`src/rtl/cell_tester_if.sv`:
```
// Control/status and cell-drive bundle for cell_tester.
// CELL_TESTER_FIRST_FAIL_EN adds the first-failing-vector capture signals.
interface cell_tester_if #(
    parameter int unsigned ERR_W = 8
);
    logic             start;
    logic             abort;
    logic             dut_y;
    logic             dut_a;
    logic             dut_b;
    logic             busy;
    logic             done;
    logic             pass;
    logic [ERR_W-1:0] err_count;
`ifdef CELL_TESTER_FIRST_FAIL_EN
    logic             first_fail_valid;
    logic [1:0]       first_fail_vec;

    modport master (
        output start, abort, dut_y,
        input  dut_a, dut_b, busy, done, pass, err_count, first_fail_valid, first_fail_vec
    );
    modport slave (
        input  start, abort, dut_y,
        output dut_a, dut_b, busy, done, pass, err_count, first_fail_valid, first_fail_vec
    );
`else
    modport master (
        output start, abort, dut_y,
        input  dut_a, dut_b, busy, done, pass, err_count
    );
    modport slave (
        input  start, abort, dut_y,
        output dut_a, dut_b, busy, done, pass, err_count
    );
`endif
endinterface

```
`src/rtl/cell_tester.sv`:
```
// Sweeps a 2-input NAND cell through its truth table PASSES times and counts mismatches.
// Optional macro CELL_TESTER_FIRST_FAIL_EN enables first-failing-vector capture.
module cell_tester #(
    parameter int unsigned SETTLE_CYCLES = 4,
    parameter int unsigned PASSES        = 16,
    parameter int unsigned ERR_W         = 8
) (
    input  logic         clk,
    input  logic         rst,
    cell_tester_if.slave bus
);
    localparam int unsigned SET_W  = 8;
    localparam int unsigned PASS_W = 16;
    localparam logic [ERR_W-1:0] ERR_MAX = '1;

    typedef enum logic [2:0] {IDLE, DRIVE, SETTLE, SAMPLE, DONE} state_t;

    state_t              state, state_n;
    logic [1:0]          vec, vec_n;
    logic [PASS_W-1:0]   sweep, sweep_n;
    logic [SET_W-1:0]    scnt, scnt_n;
    logic                a_q, a_n, b_q, b_n;
    logic                busy_q, busy_n, done_q, done_n, pass_q, pass_n;
    logic [ERR_W-1:0]    err_q, err_n;
    logic                mismatch_c;
`ifdef CELL_TESTER_FIRST_FAIL_EN
    logic                ffv_q, ffv_n;
    logic [1:0]          ffvec_q, ffvec_n;
`endif

    assign mismatch_c = (bus.dut_y != ~(a_q & b_q));

    // Next-state and next-output logic; every output register is loaded from here.
    always_comb begin
        state_n = state;
        vec_n   = vec;
        sweep_n = sweep;
        scnt_n  = scnt;
        a_n     = a_q;
        b_n     = b_q;
        err_n   = err_q;
        pass_n  = pass_q;
`ifdef CELL_TESTER_FIRST_FAIL_EN
        ffv_n   = ffv_q;
        ffvec_n = ffvec_q;
`endif
        case (state)
            IDLE: begin
                if (bus.start && !bus.abort) begin
                    state_n = DRIVE;
                    vec_n   = 2'd0;
                    sweep_n = '0;
                    err_n   = '0;
                    pass_n  = 1'b0;
`ifdef CELL_TESTER_FIRST_FAIL_EN
                    ffv_n   = 1'b0;
                    ffvec_n = 2'd0;
`endif
                end
            end
            DRIVE: begin
                state_n = SETTLE;
                scnt_n  = '0;
            end
            SETTLE: begin
                if (scnt == SET_W'(SETTLE_CYCLES - 1)) state_n = SAMPLE;
                else                                   scnt_n  = scnt + SET_W'(1);
            end
            SAMPLE: begin
                if (mismatch_c) begin
                    if (err_q != ERR_MAX) err_n = err_q + ERR_W'(1);
`ifdef CELL_TESTER_FIRST_FAIL_EN
                    if (!ffv_q) begin
                        ffv_n   = 1'b1;
                        ffvec_n = {a_q, b_q};
                    end
`endif
                end
                if (vec == 2'd3) begin
                    if (sweep == PASS_W'(PASSES - 1)) begin
                        state_n = DONE;
                    end else begin
                        state_n = DRIVE;
                        sweep_n = sweep + PASS_W'(1);
                        vec_n   = 2'd0;
                    end
                end else begin
                    state_n = DRIVE;
                    vec_n   = vec + 2'd1;
                end
            end
            DONE:    state_n = IDLE;
            default: state_n = IDLE;
        endcase

        // Abort drops any sample taken this cycle and leaves pass alone.
        if (state != IDLE && bus.abort) begin
            state_n = IDLE;
            err_n   = err_q;
`ifdef CELL_TESTER_FIRST_FAIL_EN
            ffv_n   = ffv_q;
            ffvec_n = ffvec_q;
`endif
        end

        if (state_n == DRIVE)                         {a_n, b_n} = vec_n;
        else if (state_n == IDLE || state_n == DONE)  {a_n, b_n} = 2'b00;
        if (state_n == DONE) pass_n = (err_n == '0);
        busy_n = (state_n != IDLE);
        done_n = (state_n == DONE);
    end

    always_ff @(posedge clk) begin
        if (rst) begin
            state   <= IDLE;
            vec     <= 2'd0;
            sweep   <= '0;
            scnt    <= '0;
            a_q     <= 1'b0;
            b_q     <= 1'b0;
            busy_q  <= 1'b0;
            done_q  <= 1'b0;
            pass_q  <= 1'b0;
            err_q   <= '0;
`ifdef CELL_TESTER_FIRST_FAIL_EN
            ffv_q   <= 1'b0;
            ffvec_q <= 2'd0;
`endif
        end else begin
            state   <= state_n;
            vec     <= vec_n;
            sweep   <= sweep_n;
            scnt    <= scnt_n;
            a_q     <= a_n;
            b_q     <= b_n;
            busy_q  <= busy_n;
            done_q  <= done_n;
            pass_q  <= pass_n;
            err_q   <= err_n;
`ifdef CELL_TESTER_FIRST_FAIL_EN
            ffv_q   <= ffv_n;
            ffvec_q <= ffvec_n;
`endif
        end
    end

    assign bus.dut_a     = a_q;
    assign bus.dut_b     = b_q;
    assign bus.busy      = busy_q;
    assign bus.done      = done_q;
    assign bus.pass      = pass_q;
    assign bus.err_count = err_q;
`ifdef CELL_TESTER_FIRST_FAIL_EN
    assign bus.first_fail_valid = ffv_q;
    assign bus.first_fail_vec   = ffvec_q;
`endif
endmodule

```
`src/flat_wrapper.sv`:
```
// flat-port wrapper written by rule: the top's interface ports become plain ports
module cell_tester_flat 
#(
    parameter int unsigned SETTLE_CYCLES = 4,
    parameter int unsigned PASSES        = 16,
    parameter int unsigned ERR_W         = 8
)
  (clk, rst, bus_start, bus_abort, bus_dut_y, bus_dut_a, bus_dut_b, bus_busy, bus_done, bus_pass, bus_err_count);
  cell_tester_if #(.ERR_W(ERR_W)) bus_i ();
  input  logic clk;
  input  logic rst;
  input wire logic [$bits(bus_i.start)-1:0] bus_start;
  input wire logic [$bits(bus_i.abort)-1:0] bus_abort;
  input wire logic [$bits(bus_i.dut_y)-1:0] bus_dut_y;
  output wire logic [$bits(bus_i.dut_a)-1:0] bus_dut_a;
  output wire logic [$bits(bus_i.dut_b)-1:0] bus_dut_b;
  output wire logic [$bits(bus_i.busy)-1:0] bus_busy;
  output wire logic [$bits(bus_i.done)-1:0] bus_done;
  output wire logic [$bits(bus_i.pass)-1:0] bus_pass;
  output wire logic [$bits(bus_i.err_count)-1:0] bus_err_count;
  assign bus_i.start = bus_start;
  assign bus_i.abort = bus_abort;
  assign bus_i.dut_y = bus_dut_y;
  assign bus_dut_a = bus_i.dut_a;
  assign bus_dut_b = bus_i.dut_b;
  assign bus_busy = bus_i.busy;
  assign bus_done = bus_i.done;
  assign bus_pass = bus_i.pass;
  assign bus_err_count = bus_i.err_count;
  cell_tester #(.SETTLE_CYCLES(SETTLE_CYCLES), .PASSES(PASSES), .ERR_W(ERR_W)) u_core (.clk(clk), .rst(rst), .bus(bus_i));
endmodule
```
`config.mk`:
```
export PLATFORM = sky130hd
export DESIGN_NAME = cell_tester_flat
export DESIGN_NICKNAME = d
export VERILOG_FILES = /design/src/rtl/cell_tester_if.sv /design/src/rtl/cell_tester.sv /design/src/flat_wrapper.sv
export SDC_FILE = /design/constraint.sdc
export NUM_CORES = 1
export LEC_CHECK = 0
export BUFFER_PORTS_ARGS = -buffer_cell sky130_fd_sc_hd__buf_2
export CORE_MARGIN = 2
export CORE_UTILIZATION = 59
export CTS_CLUSTER_SIZE = 25
export DETAILED_ROUTE_END_ITERATION = 7
export GPL_TIMING_DRIVEN = 0
export PLACE_DENSITY = 0.81
export SYNTH_ARGS = -nofsm -noshare
export SYNTH_HDL_FRONTEND = slang
export SYNTH_SLANG_ARGS = --single-unit
```
`constraint.sdc`:
```
create_clock -name clk -period 2.4 [get_ports clk]
set_input_delay 0 -clock clk [delete_from_list [all_inputs] [get_ports clk]]
set_output_delay 0 -clock clk [all_outputs]
set_load 0.02 [all_outputs]
```
[Word level (Yosys, flattened, before mapping)]
Cells that the tools add are included.
Storage, ports and cells
  output and inout port bits: 13
  bits in registers: 42
Operators by class
  eq/ne operators: 14
  multiplexer cells: 27
  reduce and logical (&&, ||, !) cells: 17
  bitwise operators: 2
  $add $sub $neg: 4
Operators with widths (count)
  $mux W16: 3
  $mux W8: 5
  $pmux W16 S2: 1
  $pmux W8 S2: 2
  $add A16 B1 Y16 const B: 1
  $add A8 B1 Y8 const B: 2
  $eq A16 B4 Y1 const B: 1
  $mux W3: 5
  $pmux W3 S4: 1
  $reduce_bool A2 Y1: 5
  $eq A8 B2 Y1 const B: 1
  $logic_not A8 Y1: 1
  $ne A8 B8 Y1 const B: 1
  $eq A3 B1 Y1 const B: 2
  $eq A3 B2 Y1 const B: 2
  $logic_not A3 Y1: 2
  $mux W1: 6
  $mux W2: 3
  $reduce_bool A3 Y1: 2
  $ne A2 B1 Y1 const B: 2
  $ne A2 B2 Y1 const B: 2
  $pmux W2 S2: 1
  $reduce_and A2 Y1: 2
  $reduce_and A4 Y1: 1
  9 further kinds: 10

[Longest topological paths before layout]
  word-level depth: 9
  depth in mapped cells: 9
  mapped depth without buffers: 7

[Worst setup path before layout]
No wires, ideal clock.
  path kind: flip-flop to flip-flop
  from: register u_core.b_q (netlist: u_core.bus.dut_b)
  to: register u_core.pass_q (netlist: u_core.bus.pass)
  arrival: 2.184 ns
  setup time: 0.084 ns
  setup slack: 0.132 ns
  required time: 2.316 ns
  buffers on the path: 1
  stages on the path, launching flop included: 8
  cells stage by stage: dfxtp_1 > a21boi_1 > or2_1 > buf_2 > o41a_1 > mux2_2 > or3b_1 > o31ai_2
On the way
  cells in the longest elaborated chain, start to end: 8
RTL lines
  from (decl): RTL line cell_tester.sv:22  | logic a_q, a_n, b_q, b_n;
  from (signal assigned): RTL line cell_tester.sv:135  | b_q <= b_n;
  $and A1 B1 Y1: RTL line cell_tester.sv:31  | assign mismatch_c = (bus.dut_y != ~(a_q & b_q));
  $not A1 Y1: RTL line cell_tester.sv:31
  $ne A1 B1 Y1: RTL line cell_tester.sv:31
  $mux W8: RTL line cell_tester.sv:70  | if (mismatch_c) begin
  $pmux W8 S2: RTL line cell_tester.sv:47  | case (state)
  $mux W8: RTL line cell_tester.sv:97  | if (state != IDLE && bus.abort) begin
  $logic_not A8 Y1: RTL line cell_tester.sv:108  | if (state_n == DONE) pass_n = (err_n == '0);
  $mux W1: RTL line cell_tester.sv:108
  to (signal assigned): RTL line cell_tester.sv:138  | pass_q <= pass_n;
  to (decl): RTL line cell_tester.sv:23  | logic busy_q, busy_n, done_q, done_n, pass_q, pass_n;
No other way between the ends.
A chain may end at the register's enable or synchronous reset.

[Worst setup path in the final report]
  from: register u_core.a_q (netlist: u_core.bus.dut_a)
  to: register u_core.pass_q (netlist: u_core.bus.pass)
On the way
  cells in the longest elaborated chain, start to end: 8
RTL lines
  from (decl): RTL line cell_tester.sv:22
  from (signal assigned): RTL line cell_tester.sv:134  | a_q <= a_n;
  $and A1 B1 Y1: RTL line cell_tester.sv:31
  $not A1 Y1: RTL line cell_tester.sv:31
  $ne A1 B1 Y1: RTL line cell_tester.sv:31
  $mux W8: RTL line cell_tester.sv:70
  $pmux W8 S2: RTL line cell_tester.sv:47
  $mux W8: RTL line cell_tester.sv:97
  $logic_not A8 Y1: RTL line cell_tester.sv:108
  $mux W1: RTL line cell_tester.sv:108
No other way between the ends.

==> impl_metrics.py <==
metrics = {
    "critical_path": {
        "worst_case_register_to_register_setup_slack_ns": 0.11,
        "crit_fanout": 7,
        "worstPathRequired_ns": 2.62,
        "cp-start-kind": "flop",
        "critPathCaptureType": "flop",
        "path_class": "flop to flop",
        "crit_arrival_ns": 2.51,
    },
    "placed_design": {
        "placement_setup_slack_ns": -0.0821,
        "routabilityCongestion": 0.916,
        "numPlacedInstances": 336,
        "io_buffer_count": 17,
        "total_placed_instance_area_um2": 2410,
        "dpl.hpwl_um": 3530,
    },
    "synth": {
        "post_synth_inst_count": 271,
        "postSynth.asyncResetShare": 0,
        "syn-num-nets": 280,
        "synth.top_cell.area_share": 0.371,
        "synthSimpleGateAreaFrac": 0.322,
        "post_synthesis_average_cell_area_um2": 8.36,
        "ys_seq_elements": 42,
        "yosys-top-cells-area": "dfxtp_1 (37%), xnor2_1 (6.6%), nor2_1 (5.8%)",
        "synthesis.area_um2": 2260,
        "synth.yosys.seq_area_share": 0.371,
        "yosys_warnings": 0,
        "synth_top_family_by_area": "simple AND/OR/NAND/NOR gates",
        "number_of_flops_mapped_to_enable_cells_by_yosys": 0,
        "synth.largest_area_cell": "dfxtp_1",
        "synth.mux.area_fraction": 0.0138,
        "ys.flop_type": "dfxtp_1",
        "post_synth_num_cell_types": 54,
        "synth_compound_area_frac": 0.172,
        "synthAdderAreaFrac": 0.0221,
        "post_synth_xor_area_fraction": 0.0735,
    },
    "timing": {
        "setup-violations-final": 0,
        "finalCritPeriodShare": 0.953,
        "post-route-worst-setup-slack_ns": 0.113,
        "max_clock_freq_mhz": 437,
        "fin_tns_setup_ns": 0,
        "fin_worst_hold_slack_ns": 0.348,
        "final-hold-violation-count": 0,
        "final.setup_skew_ns": 0.00956,
        "timing_max_transition_violations_final": 0,
        "rel_slew_slack": 0.505,
        "finalCriticalPeriod_ns": 2.29,
        "worst_pin_slew_ns": 0.737,
        "rsz0062_at_grt": "false",
    },
    "floorplan": {
        "boundaryPins": 18,
        "floorplan.die.width_um": 66.0,
        "fp.dieArea_um2": 4350,
        "core_footprint_um2": 3690,
        "floorplan.die.height_um": 66.0,
        "row_count": 22,
        "effective_utilization_at_floorplan": 0.614,
    },
    "global_route": {
        "first_pass_grt_wire_length_um": 8570,
        "globalRouteTotalUtil": 0.252,
        "number_of_antenna_violations_at_the_first_check_in_global_routing": 0,
        "groute.layer.met1.usage": 0.340,
        "grt_remaining_overflow": 0,
        "number_of_global_route_vias_before_repair": 1866,
        "grt_start_max_net_pins": 13,
        "met2_usage": 0.393,
        "globalRoute.busiestLayer": "met2",
        "groute.layer.met3.usage": 0.0545,
    },
    "drt": {
        "routed_wire_length_per_instance_um": 14.4,
        "remaining_drc_errors": 0,
        "route.vias.total": 2063,
        "postRouteWirelength_um": 4950,
        "ant_nets": 0,
        "avgViaCountPerCell": 5.98,
        "detailedRoute.firstIterationViolations": 130,
        "first_pass_iters": 5,
    },
    "final_layout": {
        "fillCellCount": 317,
        "final_layout_size_suffix_gt1_frac": 0.158,
        "nNetsFinal": 305,
        "multi_input_area_um2": 1380,
        "area_growth_pct": 11.8,
        "n_antenna_cell": 0,
        "final_std_cells_w_o_fill": 345,
        "final_area_um2": 2530,
        "area_taken_by_flip_flops_and_latches_um2": 843,
    },
    "clock_tree": {
        "path_clk_slew_ns": 0.08,
        "cts_tree": "built",
        "htree_levels": 2,
        "cts.root.buffer_cell": "clkbuf_8",
        "cts_buffers": 5,
        "clock_path_buffers": 2,
        "insertion_delay_ns": 0.30,
        "clock_sinks": 42,
    },
    "run_status": {
        "status": "completed",
    },
    "power": {
        "ir_worst_vdd_v": 0.000476,
        "power.leakage_nw": 0.937,
        "power_per_cell_area_nw_per_um2": 498,
    },
    "worst_hold_path": {
        "hold_crit_path_type": "input pin to flop",
    },
    "run": {
        "drv_cap": 0,
    },
}
[cell usage in the layout (no fill, tap or decap), types with 3 or more instances in the layout]
cell type  synthesis  layout
nor2b_1           10      10
nand4_1            4       4
clkbuf_8           0       6
buf_2              2      19
clkbuf_1           9       8
or3_1              5       5
nor4_1            11      11
a31oi_1            4       4
nor2_1            35      35
ha_1               4       3
nor3b_1            3       3
nand2_1           16      16
and4_1             3       3
a21oi_1           17      17
nand3b_1           3       3
and3_1             7       7
nand2b_1           3       3
dfxtp_1           42      40
or2_2              4       4
nand3_1            8       8
o21ai_0            9       9
inv_1              4       4
nor3_1             8       8
xnor2_1           17      17
[area by class of cell]
| type | instances | area share |
|---|---|---|
| Buffer | 10 | 0.0163 |
| Clock buffer | 7 | 0.0341 |
| Clock inverter | 1 | 0.00198 |
| Inverter | 4 | 0.00593 |
| Multi-Input combinational cell | 214 | 0.544 |
| Sequential cell | 42 | 0.333 |
| Tap cell | 48 | 0.0237 |
| Timing Repair Buffer | 19 | 0.0405 |
[sequential cells by signal, summed over array words and instances (netlist names)]
name / flops
u_core.sweep: 16
u_core.bus.err_count: 8
u_core.scnt: 8
u_core.state: 3
u_core.vec: 2
u_core.bus.busy: 1
u_core.bus.done: 1
u_core.bus.dut_a: 1
u_core.bus.dut_b: 1
u_core.bus.pass: 1
[logic make-up (layout without fill, tap and decap cells)]
group	Yosys count	in the layout
AO/OA/AOI/OAI	56	56
XOR/XNOR	19	19
adder cells (fa/ha/maj)	4	4
buffers and inverters	15	41
flip-flops	42	42
multiplexers	3	3
AND/OR/NAND/NOR	132	132
[where the power goes]
part	total [W]	switching [W]	internal (W)
clock network	0.000475	0.000243	0.000232
logic	0.0000827	0.0000519	0.0000307
registers	0.000702	0.00000266	0.000699
[through the flow]
step	power (W)	util
after global placement	0.000796	0.653
after CTS	0.00127	0.681
after floorplan	0.000775	-
after global routing	0.00131	0.686
after detailed placement	0.000797	0.653
final	0.00126	0.686
[per-layer routing]
metal,wire (um),up-vias
met1,2340,954
met2,2300,64
met3,253,7
met4,62,0
li1,-,1038
met5,0,-
[cells in the mapped netlist (7+ instances only)]
library cell  instances
dfxtp_1              42
nand3_1               8
and3_1                7
clkbuf_1              9
xnor2_1              17
a21oi_1              17
nor2b_1              10
nor2_1               35
nor4_1               11
nor3_1                8
nand2_1              16
o21ai_0               9
[critical path, cell delays in order (launching register included)]
cell	delay (ns)
dfxtp_1	0.35
and3b_4	0.22
or2_1	0.19
buf_2	0.16
o41a_1	0.43
mux2_2	0.28
or3b_1	0.36
o31ai_2	0.21
[worst paths after layout]
| kind | start | endpoint | cells past startpoint |
|---|---|---|---|
| max | u_core.bus.dut_a | u_core.bus.pass | 7 |
| min reg2reg | u_core.bus.pass | u_core.bus.pass | 2 |
| max reg2reg | u_core.bus.dut_a | u_core.bus.pass | 7 |
| min | bus_abort | u_core.bus.err_count[6] | 5 |
[what timing repair did]
| action | 4_1_cts | 5_1_grt |
|---|---|---|
| pin swaps | 0 | 1 |
| endpoints found under the setup margin | 7 | 9 |
| endpoints found under the hold margin | 1 | 0 |
| resized for setup | 1 | 6 |
| hold buffers | 1 | 0 |
| setup buffers | 0 | 1 |
No activity file was read; power rests on OpenSTA's default activity.
